===== src/rtl/controle_servo_multi_if.sv =====
// -----------------------------------------------------------------------------
// controle_servo_multi_if
//
// Bundles the command and PWM signals of the multi-channel servo controller.
//   posicao      N_CANAIS*POS_BITS  position codes, channel i at [i*POS_BITS +: POS_BITS]
//   habilita     N_CANAIS           per-channel output enable
//   controle     N_CANAIS           PWM outputs to the servos
//   db_controle  N_CANAIS           copy of controle for debug pins
//   pronto       N_CANAIS           channel settled (current width == target width)
//
// master: the command side (drives posicao/habilita, observes the outputs).
// slave : the controller itself.
// -----------------------------------------------------------------------------
interface controle_servo_multi_if #(
  parameter int N_CANAIS = 2,
  parameter int POS_BITS = 2
);

  logic [N_CANAIS*POS_BITS-1:0] posicao;
  logic [N_CANAIS-1:0]          habilita;
  logic [N_CANAIS-1:0]          controle;
  logic [N_CANAIS-1:0]          db_controle;
  logic [N_CANAIS-1:0]          pronto;

  modport master (
    output posicao,
    output habilita,
    input  controle,
    input  db_controle,
    input  pronto
  );

  modport slave (
    input  posicao,
    input  habilita,
    output controle,
    output db_controle,
    output pronto
  );

endinterface


===== src/rtl/controle_servo_multi.sv =====
// -----------------------------------------------------------------------------
// controle_servo_multi
//
// N-channel servo PWM controller. One shared period counter runs 0..PERIODO-1.
// Each channel keeps its own pulse width, enable and settled flag; all of them
// update together on the edge that wraps the counter back to 0, so a pulse that
// is already in flight is never truncated or stretched by a command change.
// The width of every channel moves toward LARG_MIN + code*LARG_PASSO by at most
// RAMPA cycles per period (RAMPA = 0 jumps straight to the target).
//
// Ports:
//   clock  system clock
//   reset  asynchronous, active-low reset
//   bus    controle_servo_multi_if.slave (posicao, habilita in;
//          controle, db_controle, pronto out)
// -----------------------------------------------------------------------------
module controle_servo_multi #(
  parameter int N_CANAIS   = 2,
  parameter int POS_BITS   = 2,
  parameter int PERIODO    = 1000000,
  parameter int LARG_MIN   = 50000,
  parameter int LARG_PASSO = 16666,
  parameter int RAMPA      = 500
) (
  input  logic                   clock,
  input  logic                   reset,
  controle_servo_multi_if.slave  bus
);

  // Counter and widths share one width: a width may equal PERIODO (always high).
  localparam int W = $clog2(PERIODO + 1);

  localparam logic [W-1:0] ULTIMO   = W'(PERIODO - 1);
  localparam logic [W-1:0] LARG_INI = W'(LARG_MIN);

  // A step larger than the period can never be taken in full; clamping keeps
  // the constant inside W bits without changing behaviour.
  localparam bit           SEM_RAMPA = (RAMPA == 0);
  localparam int           RAMPA_LIM = (RAMPA > PERIODO) ? PERIODO : RAMPA;
  localparam logic [W-1:0] PASSO     = W'(RAMPA_LIM);

  logic [W-1:0]        contador;
  logic                fim_periodo;

  logic [W-1:0]        largura      [N_CANAIS];
  logic [W-1:0]        alvo         [N_CANAIS];
  logic [W-1:0]        largura_prox [N_CANAIS];
  logic [N_CANAIS-1:0] pronto_prox;

  logic [N_CANAIS-1:0] habilita_reg;
  logic [N_CANAIS-1:0] pronto_reg;
  logic [N_CANAIS-1:0] pwm;

  // The edge leaving PERIODO-1 is the only edge that samples the inputs.
  assign fim_periodo = (contador == ULTIMO);

  // ---------------------------------------------------------------------------
  // Shared period counter
  // ---------------------------------------------------------------------------
  // NOTE: clocked state uses non-blocking assignments so every register sees
  // the pre-edge values of the others, independent of process ordering.
  always_ff @(posedge clock or negedge reset) begin
    if (!reset) begin
      contador <= '0;
    end else if (fim_periodo) begin
      contador <= '0;
    end else begin
      contador <= contador + W'(1);
    end
  end

  // ---------------------------------------------------------------------------
  // Target width per channel, computed in 32 bits and then narrowed; the legal
  // parameter range guarantees the result fits in W bits.
  // ---------------------------------------------------------------------------
  always_comb begin
    for (int i = 0; i < N_CANAIS; i++) begin
      alvo[i] = W'(LARG_MIN + LARG_PASSO * int'(bus.posicao[i*POS_BITS +: POS_BITS]));
    end
  end

  // ---------------------------------------------------------------------------
  // Slew-limited next width. The distance is taken as an unsigned magnitude
  // plus a direction bit, which avoids signed arithmetic on W-bit values.
  // ---------------------------------------------------------------------------
  always_comb begin
    logic [W-1:0] distancia;
    logic         sobe;
    // NOTE: every variable written here gets a value before any condition,
    // so no path leaves one holding its old value (no latch).
    distancia   = '0;
    sobe        = 1'b0;
    pronto_prox = '0;
    for (int i = 0; i < N_CANAIS; i++) begin
      largura_prox[i] = largura[i];
      sobe = (alvo[i] >= largura[i]);
      distancia = sobe ? (alvo[i] - largura[i]) : (largura[i] - alvo[i]);
      if (SEM_RAMPA || (distancia <= PASSO)) begin
        largura_prox[i] = alvo[i];
      end else if (sobe) begin
        largura_prox[i] = largura[i] + PASSO;
      end else begin
        largura_prox[i] = largura[i] - PASSO;
      end
      pronto_prox[i] = (largura_prox[i] == alvo[i]);
    end
  end

  // ---------------------------------------------------------------------------
  // Per-channel registers, all loaded together at the period wrap.
  // A disabled channel keeps ramping so re-enabling resumes at the ramped width.
  // ---------------------------------------------------------------------------
  always_ff @(posedge clock or negedge reset) begin
    if (!reset) begin
      habilita_reg <= '0;
      pronto_reg   <= '1;
      // NOTE: this width array is a handful of flops, not a RAM, and the
      // first pulse after reset depends on it, so it is reset explicitly.
      for (int i = 0; i < N_CANAIS; i++) begin
        largura[i] <= LARG_INI;
      end
    end else if (fim_periodo) begin
      habilita_reg <= bus.habilita;
      pronto_reg   <= pronto_prox;
      for (int i = 0; i < N_CANAIS; i++) begin
        largura[i] <= largura_prox[i];
      end
    end
  end

  // ---------------------------------------------------------------------------
  // PWM decode from registered values only. Reset clears habilita_reg
  // asynchronously, which forces every output low at once, even mid-pulse.
  // ---------------------------------------------------------------------------
  always_comb begin
    pwm = '0;
    for (int i = 0; i < N_CANAIS; i++) begin
      pwm[i] = habilita_reg[i] & (contador < largura[i]);
    end
  end

  assign bus.controle    = pwm;
  assign bus.db_controle = pwm;
  assign bus.pronto      = pronto_reg;

endmodule


===== src/flat_wrapper.sv =====
// flat-port wrapper written by rule: the top's interface ports become plain ports
module controle_servo_multi_flat 
#(
  parameter int N_CANAIS   = 2,
  parameter int POS_BITS   = 2,
  parameter int PERIODO    = 1000000,
  parameter int LARG_MIN   = 50000,
  parameter int LARG_PASSO = 16666,
  parameter int RAMPA      = 500
)
  (clock, reset, bus_posicao, bus_habilita, bus_controle, bus_db_controle, bus_pronto);
  controle_servo_multi_if #(.N_CANAIS(N_CANAIS), .POS_BITS(POS_BITS)) bus_i ();
  input  logic clock;
  input  logic reset;
  input wire logic [$bits(bus_i.posicao)-1:0] bus_posicao;
  input wire logic [$bits(bus_i.habilita)-1:0] bus_habilita;
  output wire logic [$bits(bus_i.controle)-1:0] bus_controle;
  output wire logic [$bits(bus_i.db_controle)-1:0] bus_db_controle;
  output wire logic [$bits(bus_i.pronto)-1:0] bus_pronto;
  assign bus_i.posicao = bus_posicao;
  assign bus_i.habilita = bus_habilita;
  assign bus_controle = bus_i.controle;
  assign bus_db_controle = bus_i.db_controle;
  assign bus_pronto = bus_i.pronto;
  controle_servo_multi #(.N_CANAIS(N_CANAIS), .POS_BITS(POS_BITS), .PERIODO(PERIODO), .LARG_MIN(LARG_MIN), .LARG_PASSO(LARG_PASSO), .RAMPA(RAMPA)) u_core (.clock(clock), .reset(reset), .bus(bus_i));
endmodule

===== config.mk =====
export PLATFORM = sky130hd
export DESIGN_NAME = controle_servo_multi_flat
export DESIGN_NICKNAME = d
export VERILOG_FILES = /design/src/rtl/controle_servo_multi_if.sv /design/src/rtl/controle_servo_multi.sv /design/src/flat_wrapper.sv
export SDC_FILE = /design/constraint.sdc
export NUM_CORES = 1
export LEC_CHECK = 0
export ABC_AREA = 1
export BUFFER_PORTS_ARGS = -buffer_cell sky130_fd_sc_hd__buf_2
export CORE_ASPECT_RATIO = 0.75
export CORE_MARGIN = 3
export CORE_UTILIZATION = 58
export CTS_CLUSTER_SIZE = 20
export DETAILED_ROUTE_END_ITERATION = 10
export PLACE_DENSITY = 0.74
export SETUP_SLACK_MARGIN = 0.15
export SYNTH_ARGS = -nofsm -noshare
export SYNTH_HDL_FRONTEND = slang
export SYNTH_SLANG_ARGS = --single-unit

===== constraint.sdc =====
create_clock -name clock -period 8.9 [get_ports clock]
set_input_delay 1.78 -clock clock [delete_from_list [all_inputs] [get_ports clock]]
set_output_delay 1.78 -clock clock [all_outputs]
set_load 0.02 [all_outputs]

### Yosys cells after proc, flatten, opt, wreduce, memory -nomap -nowiden

Index checks and enable logic that the tools add are counted.

* add/sub/neg operators: 11
* $mul: 2
* $lt $le $gt $ge: 6
* eq/ne operators: 3
* multiplexer cells: 7
* bitwise logic cells: 2

Operator list (number)
* two-way mux 20 bit: 7
* subtractor 20 bit: 4
* adder 17 x 20 -> 20 bit, first input constant: 2
* adder 20 x 9 -> 20 bit, second input constant: 2
* == test 20 bit: 2
* >= comparator 20 bit: 2
* <= comparator 20 x 9 -> 1 bit, second input constant: 2
* less-than comparator 20 bit: 2
* subtractor 20 x 9 -> 20 bit, second input constant: 2
* multiplier 14 x 2 -> 16 bit, first input constant: 2
* adder 20 x 1 -> 20 bit, second input constant: 1
* == test 20 bit, second input constant: 1
* AND 1 bit: 2

* bits in registers: 64
* input port bits: 8
* word-level logic and storage cells: 36

### Depth between registers and ports, before layout

Gate-level depths: netlist of the first run.

* depth in word-level cells: 7
* mapped depth: 36
* gate-level depth less buffers: 36

### Worst setup path before layout of the first run

Ideal clock, no wire load.

* kind: input port to flip-flop
* start point: input bus_posicao[0]
* end point: register u_core.pronto_reg[0] (netlist: u_core.bus.pronto[0])
* setup time: 61 ps
* arrival time: 5886 ps
* path slack: 2953 ps
* stages on the path: 34
* buffers on the path: 0
* path through: inv_1 -> ha_1 -> inv_1 -> ha_1 -> inv_1 -> ha_1 -> nand2_1 -> inv_1 -> nand2_1 -> nand2_1 -> nand2_1 -> nand2_1 -> nand2_1 -> nand2_1 -> nor2_2 -> inv_2 -> fa_1 -> o21ai_0 -> nand2_1 -> nand2_1 -> o21ai_0 -> o21ai_0 -> nand3_1 -> nand2_1 -> nand2_1 -> nand2_1 -> nand3_1 -> o21ai_2 -> nand2_1 -> nor2_1 -> nand2_1 -> nor2_1 -> nand2_1 -> nand2_1

* longest elaborated chain between the ends: 7

Ends and longest elaborated chain
* start, declared: line flat_wrapper.sv:15 `input wire logic [$bits(bus_i.posicao)-1:0] bus_posicao;`
* multiplier 14 x 2 -> 16 bit (*): line controle_servo_multi.sv:78 `alvo[i] = W'(LARG_MIN + LARG_PASSO * int'(bus.posicao[i*POS_BITS +: POS_BITS]));`
* adder 17 x 20 -> 20 bit (*): line controle_servo_multi.sv:78
* subtractor 20 bit or >= comparator 20 bit (tied branches): line controle_servo_multi.sv:97, controle_servo_multi.sv:96
* two-way mux 20 bit: line controle_servo_multi.sv:97 `distancia = sobe ? (alvo[i] - largura[i]) : (largura[i] - alvo[i]);`
* <= comparator 20 x 9 -> 1 bit: line controle_servo_multi.sv:98 `if (SEM_RAMPA || (distancia <= PASSO)) begin`
* two-way mux 20 bit: line controle_servo_multi.sv:98
* == test 20 bit (*): line controle_servo_multi.sv:105 `pronto_prox[i] = (largura_prox[i] == alvo[i]);`
* end signal, assigned: line controle_servo_multi.sv:124 `pronto_reg <= pronto_prox;`
* end, declared: line controle_servo_multi.sv:51 `logic [N_CANAIS-1:0] pronto_reg;`

Every way passes the cells marked *; elsewhere a longest branch is shown, timed or not.
A chain may end at the register's enable or synchronous reset.

### Worst setup path after layout of the first run

Same ends and word-level chain as after synthesis.

==> flow_metrics.py, run 1 <==
metrics = {
    "clock_tree": {
        "cts_buffer_count": 9,
        "post_cts.repair.setup_buffers": 0,
        "cts-hold-fix-buffers": 0,
        "ctsRootBufferMaster": "sky130_fd_sc_hd__clkbuf_16",
        "post_cts_sizing": 0,
        "clock_latency_ps": 340,
        "tritoncts_clock_tree": "yes",
        "cts.sinks": 64,
        "cts_max_path_buffers": 2,
        "htreeDepth": 3,
        "clk_transition_reported_paths_ps": 60,
    },
    "detailed_routing": {
        "detail-route-antenna-nets": 0,
        "postRouteWirelength_um": 33700,
        "avgViaCountPerCell": 5.71,
        "vias": 11121,
        "drt-pass1-iter-count": 6,
        "routedWlPerCell_um": 17.3,
        "drt_first_iter_violations": 1272,
        "route.detailed.drc": 0,
    },
    "timing": {
        "finClkSkew_ps": 7.08,
        "maxClockFrequency_mhz": 144,
        "layout_worst_path_cycle_share_pct": 78.0,
        "finalHoldWorstSlack_ps": 493,
        "tightestPinTransition_ps": 868,
        "fin_tns_setup_ps": 0,
        "report.final.setup_viol": 0,
        "worst_slew_margin_rel_pct": 42.1,
        "hold_violations": 0,
        "grt_setup_unrepaired": "no",
        "period_minus_slack_ps": 6940,
        "drv_slew": 0,
    },
    "global_route": {
        "groute.usage.overall_pct": 34.3,
        "maximum_number_of_pins_on_one_net_before_global_route_repair": 65,
        "grt-ovfl-total": 0,
        "antenna_found_initial": 1,
        "first_global_vias": 9694,
        "grt_first_pass_wirelength_um": 52400,
    },
    "placed_design": {
        "detailed_place_hpwl_um": 27700,
        "globalplace.congestion": 0.986,
        "port_buffers": 13,
    },
    "status": {
        "run_status": "complete, no violations",
    },
    "critical_path": {
        "critical-path-max-stage-delay_ps": 560,
        "timing_worst_setup_path_type": "in -> reg",
        "cp_data_arrival_time_ps": 7220,
        "ff2ff_path_depth": 31,
        "regToRegSetupSlack_ps": 3970,
        "crit_path_top_delay_cell": "sky130_fd_sc_hd__ha_1",
        "worstSetupStartpointType": "primary input",
        "cp_common_cell": "sky130_fd_sc_hd__nand2_1",
        "rr_endpoint": "u_core.bus.pronto[0]$_DFFE_PN1N_",
        "worst_r2r_startpoint": "u_core.largura[26]$_DFFE_PN1N_",
        "cp_max_fo": 16,
        "critPathCaptureType": "flop",
        "critPathRequiredTime_ps": 9180,
        "cp_top_family": "simple AND/OR/NAND/NOR gates",
        "worst-path-buf-inv": 6,
    },
    "min_path": {
        "hold_class": "reg -> reg",
        "hold_path_depth": 2,
        "min_delay_worst_endpoint": "u_core.largura[0]$_DFFE_PN0N_",
        "worst_hold_startpoint": "u_core.largura[0]$_DFFE_PN0N_",
    },
    "logic_synthesis": {
        "synthDominantAreaCellType": "sky130_fd_sc_hd__nand2_1",
        "yosys_warnings": 0,
        "syn_nets": 1851,
        "synth-seq-cells": 64,
        "mappedNetlistArea_mm2": 0.0102,
        "synth_cell_type_count": 54,
        "avgSynthCellArea_um2": 6.00,
        "synth.yosys.seq_area_share_pct": 15.8,
        "post-synth-top-area-fraction_pct": 19.6,
        "ranking_of_synthesized_cells_by_area": "sky130_fd_sc_hd__nand2_1 20%, sky130_fd_sc_hd__ha_1 16%, sky130_fd_sc_hd__dfrtp_1 12%, sky130_fd_sc_hd__inv_1 9.8%, sky130_fd_sc_hd__nand3_1 7.1%",
        "postSynthCellCount": 1706,
    },
    "job": {
        "timing.max_cap.violations": 0,
    },
    "floorplanning": {
        "top_level_ports": 14,
        "die_h_um": 121,
        "die_extent_in_x_um": 159,
        "std_cell_rows": 41,
        "start_util_pct": 60.1,
        "design.core.area_mm2": 0.0170,
        "design.die.area_mm2": 0.0193,
    },
    "layout": {
        "layout_top_registers": "u_core.largura (40), u_core.contador (20)",
        "area_delta_synth_final_pct": 4.95,
        "regMostFlops": "u_core.largura",
        "final_core_utilization_pct": 63.1,
        "flip_flop_count_of_the_largest_register_after_layout": 40,
        "antenna_cells": 0,
        "layout.nets": 1851,
        "nFillCells": 1651,
        "layout.area.seq_mm2": 0.00162,
        "multi_input_combinational_cell_area_mm2": 0.00737,
        "drive_above_1_share_pct": 6.20,
    },
    "power_and_ir_drop": {
        "design_power_total_mw": 0.838,
        "lkg_pwr_nw": 5.94,
        "peak_ir_drop_on_the_vdd_network_v": 0.0000975,
        "cellPowerDensity_mw_per_mm2": 78.0,
    },
}
per-layer routing:
layer | track usage, % | part of all wire, %
met1 | 55.1 | 49
met2 | 47.7 | 38
met3 | 5.97 | 12
met4 | 6.12 | 1.4
met5 | 0 | 0.039
Yosys cell counts (all sizes together):
master	n
a211o	1
a211oi	3
a21boi	6
a21o	4
a21oi	87
a22oi	1
a31oi	4
a41oi	1
and2	1
buf	16
clkbuf	12
dfrtp	50
dfstp	14
fa	4
ha	133
inv	284
nand2	545
nand3	149
nand3b	7
nand4	30
nor2	163
nor3	20
nor3b	1
nor4	2
o2111ai	2
o211ai	9
o21a	4
o21ai	83
o21bai	3
o221a	1
o311ai	2
o31ai	3
or2	7
xnor2	14
xor2	40
worst max path at each step:
stage,start,to,cells after the start
after floorplan,bus_posicao[0],u_core.bus.pronto[0]$_DFFE_PN1N_,34
after global placement,bus_posicao[0],u_core.bus.pronto[0]$_DFFE_PN1N_,32
after detailed placement,bus_posicao[0],u_core.bus.pronto[0]$_DFFE_PN1N_,32
after CTS,bus_posicao[0],u_core.bus.pronto[0]$_DFFE_PN1N_,33
after global routing,bus_posicao[0],u_core.bus.pronto[0]$_DFFE_PN1N_,33
final,bus_posicao[0],u_core.bus.pronto[0]$_DFFE_PN1N_,33
cell usage in the layout, fill, tap and decap left out, types with 16 or more instances in the layout:
cell / count
sky130_fd_sc_hd__nor2_1: 151
sky130_fd_sc_hd__nand4_1: 30
sky130_fd_sc_hd__nor3_1: 16
sky130_fd_sc_hd__inv_2: 17
sky130_fd_sc_hd__o21ai_0: 75
sky130_fd_sc_hd__nand3_1: 145
sky130_fd_sc_hd__xor2_1: 40
sky130_fd_sc_hd__nand2_1: 534
sky130_fd_sc_hd__inv_1: 267
sky130_fd_sc_hd__ha_1: 133
sky130_fd_sc_hd__a21oi_1: 86
sky130_fd_sc_hd__dfrtp_1: 50
cells by family after synthesis:
logic type / Yosys count / synth area share, %
and+or+nand+nor: 925 / 38.5
buffers and inverters: 312 / 12.2
DFF: 64 / 15.8
xor gates and xnor gates: 54 / 4.62
AOI/OAI and AO/OA: 214 / 11.8
adders and majority gates: 137 / 17.0
per-stage QoR:
stage | std cells | setup WS [ps] | instance area [um^2]
after floorplan | 1706 | 2950 | 10200
after global placement | 1931 | 1930 | 10400
after detailed placement | 1931 | 1870 | 10400
after CTS | 1947 | 2210 | 10700
after global routing | 1947 | 1610 | 10700
final | 1947 | 1960 | 10700
where the power goes:
part	internal [mW]	switching [mW]	total (mW)	leakage, nW
Clock	0.219	0.150	0.369	0.143
Combinational	0.0534	0.124	0.178	5.09
Sequential	0.291	0	0.291	0.701
Total	0.563	0.274	0.838	5.94
worst min-delay path, cell delays in order, from the launching register on:
cell and delay (ps):
sky130_fd_sc_hd__dfrtp_1 360, sky130_fd_sc_hd__nand2_1 60, sky130_fd_sc_hd__inv_1 40
layout make-up:
class                           count  area share, %
Multi-Input combinational cell   1330           68.6
Tap cell                          236           2.75
Clock buffer                       10           2.13
Inverter                          284           9.93
Clock inverter                      6          0.641
Sequential cell                    64           15.1
Timing Repair Buffer               17          0.885
No activity file was read; power rests on OpenSTA's default activity.
==> run 2: changes to the inputs <==
- clock period: 8.9 -> 7.27 ns (I/O delays scaled with it)
==> run 2 against run 1 <==
Net effect:
- register-to-register slack lost 1400 ps
- wire length shrank 0.72%
- total power grew 27%
- die area is the same
- combinational power grew 21%
==> flow_metrics.py, run 2 (synthesized netlist as in run 1, its figures left out) <==
metrics = {
    "placed_design": {
        "port_buffers": 13,
        "detailed_place_hpwl_um": 27500,
        "detailed_place.area_mm2": 0.0105,
        "placed_cells_incl_taps": 1934,
        "globalplace.congestion": 1.02,
    },
    "clock_tree": {
        "cts_max_path_buffers": 2,
        "post_cts_sizing": 0,
        "clk_transition_reported_paths_ps": 70,
        "cts.sinks": 64,
        "clock_latency_ps": 340,
        "htreeDepth": 3,
        "tritoncts_clock_tree": "yes",
        "cts-hold-fix-buffers": 0,
        "ctsRootBufferMaster": "sky130_fd_sc_hd__clkbuf_16",
        "post_cts.repair.setup_buffers": 0,
        "cts_buffer_count": 9,
    },
    "layout": {
        "mostFrequentLayoutCells": "534 x sky130_fd_sc_hd__nand2_1, 267 x sky130_fd_sc_hd__inv_1, 151 x sky130_fd_sc_hd__nor2_1, 145 x sky130_fd_sc_hd__nand3_1, 133 x sky130_fd_sc_hd__ha_1",
        "area_delta_synth_final_pct": 5.49,
        "final_area_mm2": 0.0108,
        "regMostFlops": "u_core.largura",
        "flip_flop_count_of_the_largest_register_after_layout": 40,
        "nFillCells": 1666,
        "layout_commonest_cell": "sky130_fd_sc_hd__nand2_1",
        "drive_above_1_share_pct": 6.42,
        "layout.nets": 1854,
        "layout_top_registers": "u_core.largura (40), u_core.contador (20)",
        "finalNonFillerCells": 1951,
        "final_core_utilization_pct": 63.4,
    },
    "power_and_ir_drop": {
        "power.sequential.fraction_pct": 33.6,
        "share_comb_of_total_power_pct": 20.4,
        "switching_share_pct": 31.5,
        "peak_ir_drop_on_the_vdd_network_v": 0.000111,
        "cellPowerDensity_mw_per_mm2": 98.2,
        "cell_internal_pwr_mw": 0.726,
        "lkg_pwr_nw": 5.96,
        "power.net_switching_mw": 0.334,
        "clock_network_power_share_pct": 46.0,
    },
    "timing": {
        "tightestPinTransition_ps": 867,
        "report.final.setup_viol": 0,
        "layout_worst_path_cycle_share_pct": 87.3,
        "fin_tns_setup_ps": 0,
        "grt_setup_unrepaired": "no",
        "hold_violations": 0,
        "worst_slew_margin_rel_pct": 42.2,
        "maxClockFrequency_mhz": 157,
        "finClkSkew_ps": 10.2,
        "period_minus_slack_ps": 6350,
        "finalHoldWorstSlack_ps": 484,
        "drv_slew": 0,
    },
    "global_route": {
        "grt_first_pass_wirelength_um": 52400,
        "grt-ovfl-total": 0,
        "groute.usage.overall_pct": 34.4,
        "antenna_found_initial": 0,
        "maximum_number_of_pins_on_one_net_before_global_route_repair": 65,
        "first_global_vias": 9880,
    },
    "detailed_routing": {
        "route.detailed.drc": 0,
        "avgViaCountPerCell": 5.68,
        "vias": 11078,
        "drt_first_iter_violations": 1189,
        "routedWlPerCell_um": 17.1,
        "drt-pass1-iter-count": 6,
        "detail-route-antenna-nets": 0,
        "postRouteWirelength_um": 33400,
    },
    "floorplanning": {
        "start_util_pct": 60.1,
        "design.core.area_mm2": 0.0170,
        "top_level_ports": 14,
        "die_extent_in_x_um": 159,
        "design.die.area_mm2": 0.0193,
        "die_h_um": 121,
        "std_cell_rows": 41,
    },
    "status": {
        "run_status": "complete, no violations",
    },
    "critical_path": {
        "cp_data_arrival_time_ps": 6630,
        "worstSetupStartpointType": "primary input",
        "critPathRequiredTime_ps": 7550,
        "critPathCaptureType": "flop",
        "timing_worst_setup_path_type": "in -> reg",
        "cp_max_fo": 15,
    },
    "job": {
        "timing.max_cap.violations": 0,
    },
    "min_path": {
        "hold_class": "reg -> reg",
    },
}
## run 2: changes by cell type in the layout (fill, tap and decap cells not counted)
cell	previous run	this run
sky130_fd_sc_hd__bufinv_16	1	2
sky130_fd_sc_hd__inv_6	1	2
sky130_fd_sc_hd__diode_2	0	1
sky130_fd_sc_hd__clkinv_2	1	0
sky130_fd_sc_hd__buf_4	4	7
sky130_fd_sc_hd__clkbuf_1	1	0
## run 2: cell type report
| type | count | area (um^2) | share of cell area (%) |
|---|---|---|---|
| sequential | 64 | 1620 | 15.0 |
| timing repair buffer | 20 | 118 | 1.09 |
| clock buffer | 9 | 225 | 2.09 |
| multi-input combinational | 1330 | 7370 | 68.2 |
| inverter | 284 | 1070 | 9.87 |
| tap | 236 | 295 | 2.74 |
| clock inverter | 7 | 103 | 0.950 |
| antenna | 1 | 2.50 | 0.0232 |
## run 2: critical path, stage by stage
cell,delay (ps)
sky130_fd_sc_hd__buf_2,240
sky130_fd_sc_hd__inv_1,260
sky130_fd_sc_hd__ha_1,530
sky130_fd_sc_hd__inv_1,220
sky130_fd_sc_hd__ha_1,450
sky130_fd_sc_hd__nand2_1,80
sky130_fd_sc_hd__nand2_1,90
sky130_fd_sc_hd__a21oi_1,90
sky130_fd_sc_hd__nor2_1,160
sky130_fd_sc_hd__nand2_1,170
sky130_fd_sc_hd__nand3_4,250
sky130_fd_sc_hd__inv_2,210
sky130_fd_sc_hd__ha_1,430
sky130_fd_sc_hd__nand2_1,120
sky130_fd_sc_hd__nor2_1,150
sky130_fd_sc_hd__nand4_1,140
sky130_fd_sc_hd__o211ai_1,410
sky130_fd_sc_hd__nand3_1,120
sky130_fd_sc_hd__nand2_1,100
sky130_fd_sc_hd__xnor2_1,160
sky130_fd_sc_hd__nand4_1,150
sky130_fd_sc_hd__nand2_1,100
sky130_fd_sc_hd__nand3_1,80
sky130_fd_sc_hd__nor2_1,120
sky130_fd_sc_hd__nand2_1,70
sky130_fd_sc_hd__nor2_1,80
sky130_fd_sc_hd__nand2_1,100
sky130_fd_sc_hd__nand2_1,80
## run 2: final timing paths
check	start	end	slack, ps	depth (start not counted)
setup / recovery	bus_posicao[2]	u_core.bus.pronto[1]$_DFFE_PN1N_	920	28
hold / removal	u_core.bus.pronto[0]$_DFFE_PN1N_	u_core.bus.pronto[0]$_DFFE_PN1N_	480	2
setup reg to reg	u_core.largura[29]$_DFFE_PN1N_	u_core.bus.pronto[0]$_DFFE_PN1N_	2580	29
hold reg to reg	u_core.bus.pronto[0]$_DFFE_PN1N_	u_core.bus.pronto[0]$_DFFE_PN1N_	480	2
max in group asynchronous	reset	u_core.largura[5]$_DFFE_PN0N_	5390	2
min in group asynchronous	reset	u_core.largura[16]$_DFFE_PN0N_	1290	2
## run 2: routing by layer
metal  track usage, %  routed length, um
met4             6.78                457
met2             48.3              12900
met1             52.0              15500
met5                0                  0
met3             10.1               4540
## run 2: per-stage QoR
stage               setup WS [ps]  power [mW]
floorplan                    1650       0.513
global placement              882       0.571
detailed placement            824       0.571
finish                        920        1.06
global route                  592        1.10
CTS                          1100        1.06
## run 2: power by group through the flow
stage	Sequential [mW]	Clock, mW	Combinational, mW
finish	0.357	0.488	0.216
global route	0.356	0.508	0.240
CTS	0.357	0.490	0.210
detailed placement	0.363	0	0.209
global placement	0.363	0	0.208
floorplan	0.363	0	0.150
==> run 3: changes to the inputs <==
- CORE_ASPECT_RATIO: 0.75 -> unset
==> run 3 against run 2 <==
Net effect:
- die area hardly changed
- non-clock buffer count is 2 lower
- critical path depth is 3 higher
- count of clock-buffer cells in the layout is 1 higher
- global-route usage is 0.69 points lower
- core utilization is 0.29 points higher
- worst hold slack better by 3.2 ps
- critical endpoint is now u_core.bus.pronto[0]$_DFFE_PN1N_
- largest cell class unchanged
==> flow_metrics.py, run 3 (synthesized netlist as in run 1, its figures left out) <==
metrics = {
    "critical_path": {
        "cp_top_family": "simple AND/OR/NAND/NOR gates",
        "critPathCaptureType": "flop",
        "timing_worst_setup_path_type": "in -> reg",
        "critical-path-max-stage-delay_ps": 660,
        "regToRegSetupSlack_ps": 2230,
        "crit_path_top_delay_cell": "sky130_fd_sc_hd__nor2_2",
        "cp_max_fo": 14,
        "worst-path-buf-inv": 5,
        "cp_data_arrival_time_ps": 6820,
        "critPathRequiredTime_ps": 7550,
        "cp_common_cell": "sky130_fd_sc_hd__nand2_1",
        "worstSetupStartpointType": "primary input",
    },
    "detailed_routing": {
        "drt-pass1-iter-count": 6,
        "avgViaCountPerCell": 5.70,
        "drt_first_iter_violations": 1071,
        "routedWlPerCell_um": 17.1,
        "detail-route-antenna-nets": 0,
        "postRouteWirelength_um": 33000,
        "route.detailed.drc": 0,
        "vias": 11003,
    },
    "job": {
        "timing.max_cap.violations": 0,
    },
    "power_and_ir_drop": {
        "share_comb_of_total_power_pct": 19.8,
        "design_power_total_mw": 1.10,
        "power.sequential.fraction_pct": 32.4,
        "cellPowerDensity_mw_per_mm2": 102,
        "power.net_switching_mw": 0.333,
        "lkg_pwr_nw": 5.97,
        "clock_network_power_share_pct": 47.8,
        "switching_share_pct": 30.2,
        "cell_internal_pwr_mw": 0.769,
        "peak_ir_drop_on_the_vdd_network_v": 0.000122,
    },
    "clock_tree": {
        "clock_latency_ps": 340,
        "cts.sinks": 64,
        "clk_transition_reported_paths_ps": 60,
        "cts_buffer_count": 9,
        "cts-hold-fix-buffers": 0,
        "post_cts.repair.setup_buffers": 0,
        "post_cts_sizing": 0,
        "ctsRootBufferMaster": "sky130_fd_sc_hd__clkbuf_16",
        "tritoncts_clock_tree": "yes",
        "htreeDepth": 3,
        "cts_max_path_buffers": 2,
    },
    "placed_design": {
        "placed_cells_incl_taps": 1916,
        "placement.setup.worst_slack_ps": 554,
        "detailed_place_hpwl_um": 27100,
        "port_buffers": 13,
        "globalplace.congestion": 1.07,
    },
    "timing": {
        "layout_worst_path_cycle_share_pct": 89.9,
        "tightestPinTransition_ps": 936,
        "fin_tns_setup_ps": 0,
        "drv_slew": 0,
        "period_minus_slack_ps": 6540,
        "hold_violations": 0,
        "finClkSkew_ps": 10.7,
        "worst_slew_margin_rel_pct": 37.6,
        "maxClockFrequency_mhz": 153,
        "finalWorstSetupSlack_ps": 732,
        "grt_setup_unrepaired": "no",
        "report.final.setup_viol": 0,
    },
    "min_path": {
        "hold_class": "reg -> reg",
    },
    "layout": {
        "layout_commonest_cell": "sky130_fd_sc_hd__nand2_1",
        "nFillCells": 1694,
        "layout.nets": 1852,
        "drive_above_1_share_pct": 6.31,
        "antenna_cells": 0,
        "flip_flop_count_of_the_largest_register_after_layout": 40,
        "final_core_utilization_pct": 63.7,
        "mostFrequentLayoutCells": "534 x sky130_fd_sc_hd__nand2_1, 267 x sky130_fd_sc_hd__inv_1, 151 x sky130_fd_sc_hd__nor2_1, 145 x sky130_fd_sc_hd__nand3_1, 133 x sky130_fd_sc_hd__ha_1",
        "regMostFlops": "u_core.largura",
        "finalNonFillerCells": 1932,
        "layout_top_registers": "u_core.largura (40), u_core.contador (20)",
        "multi_input_combinational_cell_area_mm2": 0.00737,
        "layout.area.seq_mm2": 0.00162,
        "area_delta_synth_final_pct": 5.38,
    },
    "global_route": {
        "maximum_number_of_pins_on_one_net_before_global_route_repair": 65,
        "grt_first_pass_wirelength_um": 52500,
        "first_global_vias": 10017,
        "grt-ovfl-total": 0,
        "antenna_found_initial": 0,
        "groute.usage.overall_pct": 33.7,
    },
    "status": {
        "run_status": "complete, no violations",
    },
    "floorplanning": {
        "std_cell_rows": 47,
        "design.die.area_mm2": 0.0193,
        "start_util_pct": 60.4,
        "top_level_ports": 14,
        "die_extent_in_x_um": 139,
        "design.core.area_mm2": 0.0169,
        "die_h_um": 139,
    },
}
## run 3: worst reg2reg max path, delay by kind of cell (launching register included)
kind	cells	cell delay (ps)
AND/OR/NAND/NOR	19	2170
flip-flops	1	580
adder cells (fa/ha/maj)	2	890
buffers and inverters	3	420
AO/OA/AOI/OAI	4	930
## run 3: path summary, 6_finish.rpt
| kind | from | endpoint | cells after the start |
|---|---|---|---|
| max | bus_posicao[0] | u_core.bus.pronto[0]$_DFFE_PN1N_ | 31 |
| min | u_core.largura[0]$_DFFE_PN0N_ | u_core.largura[0]$_DFFE_PN0N_ | 2 |
| max reg2reg | u_core.largura[34]$_DFFE_PN1N_ | u_core.bus.pronto[0]$_DFFE_PN1N_ | 28 |
| min reg2reg | u_core.largura[0]$_DFFE_PN0N_ | u_core.largura[0]$_DFFE_PN0N_ | 2 |
| max in group asynchronous | reset | u_core.largura[31]$_DFFE_PN0N_ | 2 |
| min in group asynchronous | reset | u_core.largura[0]$_DFFE_PN0N_ | 2 |
## run 3: stage by stage
| step | area [um^2] | hold WS (ps) |
|---|---|---|
| finish | 10800 | 487 |
| global route | 10800 | 514 |
| CTS | 10800 | 491 |
| detailed placement | 10400 | 474 |
| global placement | 10400 | 471 |
| floorplan | 10200 | 456 |
## run 3: power by group through the flow
stage               Combinational [mW]  Clock (mW)  Sequential, mW
CTS                              0.212       0.528           0.357
global route                     0.241       0.548           0.356
floorplan                        0.150           0           0.363
detailed placement               0.210           0           0.363
global placement                 0.209           0           0.363
finish                           0.218       0.526           0.357
## run 3: area by class of cell
| cell class | count | area share, % |
|---|---|---|
| clock buffers | 10 | 2.22 |
| flip-flops and latches | 64 | 15.0 |
| repair buffers | 18 | 0.951 |
| well taps | 220 | 2.55 |
| inverters | 284 | 9.89 |
| clock inverters | 6 | 1.07 |
| multi-input cells | 1330 | 68.3 |
## run 3: per-layer routing
metal | track usage, % | routed length (um) | part of all wire, %
met5 | 0 | 0 | 0
met4 | 7.62 | 653 | 2.0
met3 | 9.72 | 3780 | 11
met2 | 45.6 | 12700 | 38
met1 | 52.4 | 15900 | 48
